===== config.mk =====
export PLATFORM = sky130hd
export DESIGN_NAME = tick_gen
export DESIGN_NICKNAME = d
export VERILOG_FILES = /design/src/rtl/tick_gen.sv
export SDC_FILE = /design/constraint.sdc
export NUM_CORES = 1
export LEC_CHECK = 0
export ABC_CLOCK_PERIOD_IN_PS = 4700
export CAP_MARGIN = 5
export CORE_MARGIN = 3
export CORE_UTILIZATION = 45
export CTS_BUF_LIST = sky130_fd_sc_hd__clkbuf_8
export DETAILED_ROUTE_END_ITERATION = 10
export PLACE_DENSITY = 0.68
export SYNTH_ARGS = -nofsm -noshare
export SYNTH_HDL_FRONTEND = slang
export SYNTH_SLANG_ARGS = --single-unit

===== constraint.sdc =====
create_clock -name clk -period 4.7 [get_ports clk]
set_clock_uncertainty 0.05 [all_clocks]
set_input_delay 0.94 -clock clk [delete_from_list [all_inputs] [get_ports clk]]
set_output_delay 0.94 -clock clk [all_outputs]
set_load 0.01 [all_outputs]

===== src/rtl/tick_gen.sv =====
// tick_gen: multi-channel tick and square-wave generator.
// Every channel counts system-clock cycles up to its own run-time loadable
// divisor and emits a one-cycle clock-enable pulse (tick) at the end of
// each period, plus a 50 % square wave (sq) that toggles on every tick.
// Downstream logic stays on clk and qualifies its work with tick, so this
// block never creates a derived clock.
module tick_gen #(
   parameter int NCH = 3,
   parameter int CW = 27,
   parameter logic [NCH*CW-1:0] DIV_INIT = {27'd500000, 27'd50000, 27'd100000000},
   localparam int LDW = (NCH > 1) ? $clog2(NCH) : 1
) (
   input  logic              clk,
   input  logic              rst,
   input  logic [NCH-1:0]    en,
   input  logic              sync,
   input  logic              ld,
   input  logic [LDW-1:0]    ld_ch,
   input  logic [CW-1:0]     ld_div,
   output logic [NCH-1:0]    tick,
   output logic [NCH-1:0]    sq,
   output logic [NCH*CW-1:0] div_q
);

   // Per-channel state, packed with channel i at [i*CW +: CW]
   logic [NCH*CW-1:0] div_d;
   logic [NCH*CW-1:0] cnt_d;
   logic [NCH*CW-1:0] cnt_q;
   logic [NCH-1:0]    tick_d;
   logic [NCH-1:0]    tick_q;
   logic [NCH-1:0]    sq_d;
   logic [NCH-1:0]    sq_q;

   // Per-channel decode of the load target, halt and terminal-count conditions
   logic [NCH-1:0]    ld_hit;
   logic [NCH-1:0]    div_zero;
   logic [NCH-1:0]    at_term;

   assign tick = tick_q;
   assign sq   = sq_q;

   // Decode which channel a load addresses and where each counter stands.
   // An out-of-range ld_ch matches no channel, so the load is dropped.
   // The terminal compare is qualified by div != 0, so div-1 never wraps.
   always_comb begin
      ld_hit   = '0;
      div_zero = '0;
      at_term  = '0;
      for (int i = 0; i < NCH; i++) begin
         ld_hit[i]   = ld && (ld_ch == LDW'(i));
         div_zero[i] = (div_q[i*CW +: CW] == '0);
         at_term[i]  = !div_zero[i] &&
                       (cnt_q[i*CW +: CW] == (div_q[i*CW +: CW] - CW'(1)));
      end
   end

   // Next-state for every channel, priority: load > sync > pause > halt > count.
   // tick defaults low so it is a single-cycle pulse unless div is 1.
   always_comb begin
      div_d  = div_q;
      cnt_d  = cnt_q;
      sq_d   = sq_q;
      tick_d = '0;
      for (int i = 0; i < NCH; i++) begin
         if (ld_hit[i]) begin
            div_d[i*CW +: CW] = ld_div;
            cnt_d[i*CW +: CW] = '0;
         end else if (sync) begin
            cnt_d[i*CW +: CW] = '0;
            sq_d[i]           = 1'b0;
         end else if (!en[i]) begin
            cnt_d[i*CW +: CW] = cnt_q[i*CW +: CW];
         end else if (div_zero[i]) begin
            cnt_d[i*CW +: CW] = '0;
         end else if (at_term[i]) begin
            cnt_d[i*CW +: CW] = '0;
            tick_d[i]         = 1'b1;
            sq_d[i]           = ~sq_q[i];
         end else begin
            cnt_d[i*CW +: CW] = cnt_q[i*CW +: CW] + CW'(1);
         end
      end
   end

   // State registers; reset restores the power-on divisors and clears the rest
   always_ff @(posedge clk) begin
      if (rst) begin
         div_q  <= DIV_INIT;
         cnt_q  <= '0;
         tick_q <= '0;
         sq_q   <= '0;
      end else begin
         div_q  <= div_d;
         cnt_q  <= cnt_d;
         tick_q <= tick_d;
         sq_q   <= sq_d;
      end
   end

endmodule


* After elaboration in Yosys (flattened, before gate mapping)
Cells that the tools add are included.
W data, S select, Z words.
** Operators by class
- Reduce and logical (&&, ||, !) cells :: 28
- Add/subtract/negate cells :: 6
- Eq/ne operators :: 8
- Muxes and demuxes :: 21
- Bitwise gates (word level) :: 9
** Operators by type and width (number)
- $mux W27 :: 6
- $add A27 B1 Y27 const B :: 3
- $eq A27 B27 Y1 :: 3
- $logic_not A27 Y1 :: 3
- $sub A27 B1 Y27 const B :: 3
- $mux W1 :: 15
- $reduce_or A5 Y1 :: 3
- $reduce_and A4 Y1 :: 3
- $reduce_bool A2 Y1 :: 6
- $not A1 Y1 :: 9
- $reduce_or A3 Y1 :: 3
- $logic_and A1 B1 Y1 :: 6
- $ne A2 B2 Y1 const B :: 3
- $logic_not A1 Y1 :: 3
- $eq A2 B1 Y1 const B :: 1
- $eq A2 B2 Y1 const B :: 1
- $logic_not A2 Y1 :: 1
** Storage, ports and cells
- Word-level logic and storage cells :: 84
- Output and inout bits :: 87
- Register bits after elaboration :: 168

* Longest topological paths before layout
- Word-level depth :: 7
- Gate-level depth with buffers :: 14
- Depth with buffers taken out :: 11

* Least setup slack after synthesis
OpenSTA, ideal clock, no wires.
- Path type :: register to register
- Start point :: register div_q[0]
- End point :: register cnt_q[2]
- Arrival time :: 3.212 ns
- Cell stages (with the launch flop) :: 15
- Path buffers :: 3
- Slack :: 1.324 ns
- Setup time :: 0.114 ns
- Cell sequence :: dfxtp_1 > inv_1 > ha_1 > or4b_1 > clkbuf_1 > nor4_1 > nand4_1 > a21oi_1 > o22ai_1 > nor4_2 > or2_0 > buf_2 > buf_2 > o21ai_0 > a21o_1
** Between the ends
- Longest elaborated chain between the ends :: 5
- Elaborated cells on any way between the ends :: 7
- Those cells by class :: 1 x add/sub; 1 x eq/ne; 2 x mux; 3 x reduce/logical
** RTL lines
- start: declaration :: RTL line 22 : output logic [NCH*CW-1:0] div_q
- start signal: assignment :: RTL line 93 : div_q <= div_d;
- $sub A27 B1 Y27 / $logic_not A27 Y1 (equally long branches) :: RTL line 53, 51
- $eq A27 B27 Y1 / $logic_not A1 Y1 (equally long branches) :: RTL line 53, 52
- $logic_and A1 B1 Y1 :: RTL line 52 : at_term[i] = !div_zero[i] &&
- $mux W27 :: RTL line 75 : end else if (at_term[i]) begin
- $mux W27 (*) :: RTL line 73 : end else if (div_zero[i]) begin
- end signal: assignment :: RTL line 94 : cnt_q <= cnt_d;
- end: declaration :: RTL line 28 : logic [NCH*CW-1:0] cnt_q;
Every way passes the cells marked *; elsewhere a longest branch is shown, timed or not.
A chain may end at the register's enable or synchronous reset.

* Worst setup path after layout
- Start point :: register div_q[54]
- End point :: register sq_q[2], in the netlist sq[2]
** Between the ends
- Longest elaborated chain between the ends :: 5
- Elaborated cells on any way between the ends :: 8
- Those cells by class :: 1 x add/sub; 2 x eq/ne; 5 x reduce/logical
** RTL lines
- $sub A27 B1 Y27 / $logic_not A27 Y1 (equally long branches) :: RTL line 53, 51
- $eq A27 B27 Y1 / $logic_not A1 Y1 (equally long branches) :: RTL line 53, 52
- $logic_and A1 B1 Y1 :: RTL line 52
- $reduce_bool A2 Y1 (no source line)
- $reduce_and A4 Y1 (no source line) (*)
- end signal: assignment :: RTL line 96 : sq_q <= sq_d;
- end: declaration :: RTL line 32 : logic [NCH-1:0] sq_q;
Marked as above.

==> flow_metrics.env <==
export IMPL_leakage_nw=4.15
export IMPL_p_int_mw=2.18
export IMPL_h_tree_depth=4
export IMPL_wl_per_cell_um=18.4
export IMPL_status="finished clean"
export IMPL_initial_core_util_pct=46.0
export IMPL_synth_cells=1347
export IMPL_hold_viol=0
export IMPL_comb_power_share_pct=12.8
export IMPL_pwr_share_seq_pct=49.7
export IMPL_cts_root_buf="clkbuf_8"
export IMPL_fin_util_pct=54.3
export IMPL_period_needed_ns=4.01
export IMPL_slowest_delay_ns=0.86
export IMPL_drv_cap=0
export IMPL_cp_required_ns=5.03
export IMPL_die_h_um=156
export IMPL_cts_hold_buf=0
export IMPL_switchingPower_mw=0.868
export IMPL_cts_tree="yes"
export IMPL_cts_max_path_buffers=2
export IMPL_power_density_nw_per_um2=256
export IMPL_gp_congestion=0.966
export IMPL_ir_drop_v=0.000166
export IMPL_hold_slack_ns=0.470
export IMPL_clkPwrFrac_pct=37.5
export IMPL_grt_max_degree=64
export IMPL_ys_ff_latch=168
export IMPL_grt_pass1_wl_mm=49.6
export IMPL_synthFlopType="dfxtp_1"
export IMPL_dp_hpwl_mm=23.8
export IMPL_final_cell_mix="nand2_1, dfxtp_1, clkdlybuf4s50_1, nand3_1, nor2_1"
export IMPL_post_cts_buffers=0
export IMPL_finalSetupViolations=0
export IMPL_crit_fanout=21
export IMPL_timing_setup_tns_ns=0
export IMPL_post_place_ws_ns=0.789
export IMPL_drc=0
export IMPL_vias=10200
export IMPL_p_sw_share_pct=28.5
export IMPL_wl_mm=31.6
export IMPL_crit_path_end_kind="flop"
export IMPL_maxSlewViolCount=0
export IMPL_crit_slowest_cell="nor4b_1"
export IMPL_cp_common_cell="or4_1"
export IMPL_routed_via_density=5.97
export IMPL_clock_sinks=168
export IMPL_core_um2=21900
export IMPL_avgSynthCellArea_um2=7.48
export IMPL_synth_distinct_cells=69
export IMPL_setup_ws_ns=0.685
export IMPL_grt_pass1_vias=9063
export IMPL_crit_chain="inv_1 -> ha_1 -> nor4b_1 -> nand4_1 -> nor3_1 -> and3b_1 -> o22ai_1 -> or4_1 -> nand4bb_1 -> buf_4 -> or4_1 -> a221oi_2"
export IMPL_yosysWarnings=0
export IMPL_finalCritPeriodShare_pct=85.4
export IMPL_area_delta_synth_final_pct=18.1
export IMPL_cp_data_arrival_time_ns=4.35
export IMPL_tightest_slew_ns=1.04
export IMPL_antenna_left=0
export IMPL_slew_limit_headroom_pct=29.4
export IMPL_postCtsResizedCells=0
export IMPL_core_rowCount=54
export IMPL_dieArea_um2=24200
export IMPL_seq_area_frac_synth_pct=33.4
export IMPL_final_nets=1466
export IMPL_io_pins=123
export IMPL_clock_fmax_ghz=0.249
export IMPL_synth_edff_count=0
export IMPL_drtIter0Drc=909
export IMPL_crit_type="flop to flop"
export IMPL_die_x_um=156
export IMPL_rsz0062_at_grt="no"
export IMPL_port_buffer_count=122
export IMPL_dr_pass1_iters=6
export IMPL_cts_buffers=17
export IMPL_drive_gt1_share_pct=4.94
export IMPL_final_common_cell="nand2_1"
export IMPL_syn_nets=1389
export IMPL_overflow=0
export IMPL_track_usage_pct=25.3
export IMPL_diodes=0
export IMPL_synthesis_area_um2=10100
export IMPL_synthArstFlopShare_pct=0
export IMPL_hold_class="flop to flop"
export IMPL_clkTransAtPathRegs_ns=0.10
export IMPL_crit_path_start_kind="flop"
export IMPL_finalPower_mw=3.04
export IMPL_worstSkewPairLatency_ns=0.47
export IMPL_antenna_found_initial=0
flip-flops by register name, summed over array words and instances, names as in the netlist:
| signal | cells |
|---|---|
| tick | 3 |
| cnt_q | 81 |
| div_q | 81 |
| sq | 3 |
critical path, delay by kind of cell, from the launching register on:
kind	cells	cell delay [ns]
fa+ha+maj	1	0.22
buf+inv	2	0.29
compound gates	2	0.31
flops	1	0.38
simple gates	7	2.67
worst paths after layout:
kind	start	to	slack [ns]	depth (start not counted)
worst min-delay path	cnt_q[52]	cnt_q[52]	0.47	2
worst min register to register	cnt_q[52]	cnt_q[52]	0.47	2
worst max register to register	div_q[54]	sq[2]	0.69	12
worst max-delay path	div_q[54]	sq[2]	0.69	12
through the flow:
step	instances	area, um^2
final	1717	11900
after floorplan	1347	10100
after global routing	1717	11900
after detailed placement	1685	11500
after CTS	1717	11900
after global placement	1685	11500
power by group through the flow:
stage | logic [mW] | clock network [mW] | registers, mW
2_1_floorplan | 0.221 | 0 | 1.53
3_3_place_gp | 0.383 | 0 | 1.55
3_5_place_dp | 0.387 | 0 | 1.54
4_1_cts | 0.389 | 1.16 | 1.51
5_1_grt | 0.425 | 1.22 | 1.52
6_report | 0.390 | 1.14 | 1.51
logic make-up after synthesis:
family | synth area share, %
AOI/OAI and AO/OA | 14.9
xor gates and xnor gates | 10.5
adders and majority gates | 0.745
buffers and inverters | 3.96
DFF | 33.4
muxes | 0.696
and+or+nand+nor | 35.8
metal layers:
metal  vias to the layer above  share of wire [%]  GRT usage, %
met4                         0                2.2          7.13
met1                      4850                 44          35.0
met3                        44                6.7          4.19
li1                       4994                  -             -
met2                       354                 47          41.1
met5                         -                  0             0
synth_stat cells (18+ instances only):
cell type,instances,area share (%)
nand3b_1,31,2.3
a21oi_1,70,3.5
dfxtp_1,168,33
nand4_1,36,2.2
nor2_1,88,3.3
nor4_1,32,2.0
or4_1,18,1.3
a31oi_1,33,2.0
xor2_1,58,5.0
nand3_1,107,5.3
nor3_1,41,2.0
inv_1,18,0.67
clkbuf_1,71,2.6
nand2_1,240,8.9
o21ai_0,43,2.1
and3_1,27,1.7
xnor2_1,63,5.5
area by class of cell:
type	count	area (um^2)
multi-input cells	1077	6320
flip-flops and latches	168	3360
fillers	2132	10000
repair buffers	141	1360
well taps	280	350
clock buffers	19	262
clock inverters	13	168
inverters	19	71.3
Note: power is estimated with default switching activity, not from simulation.
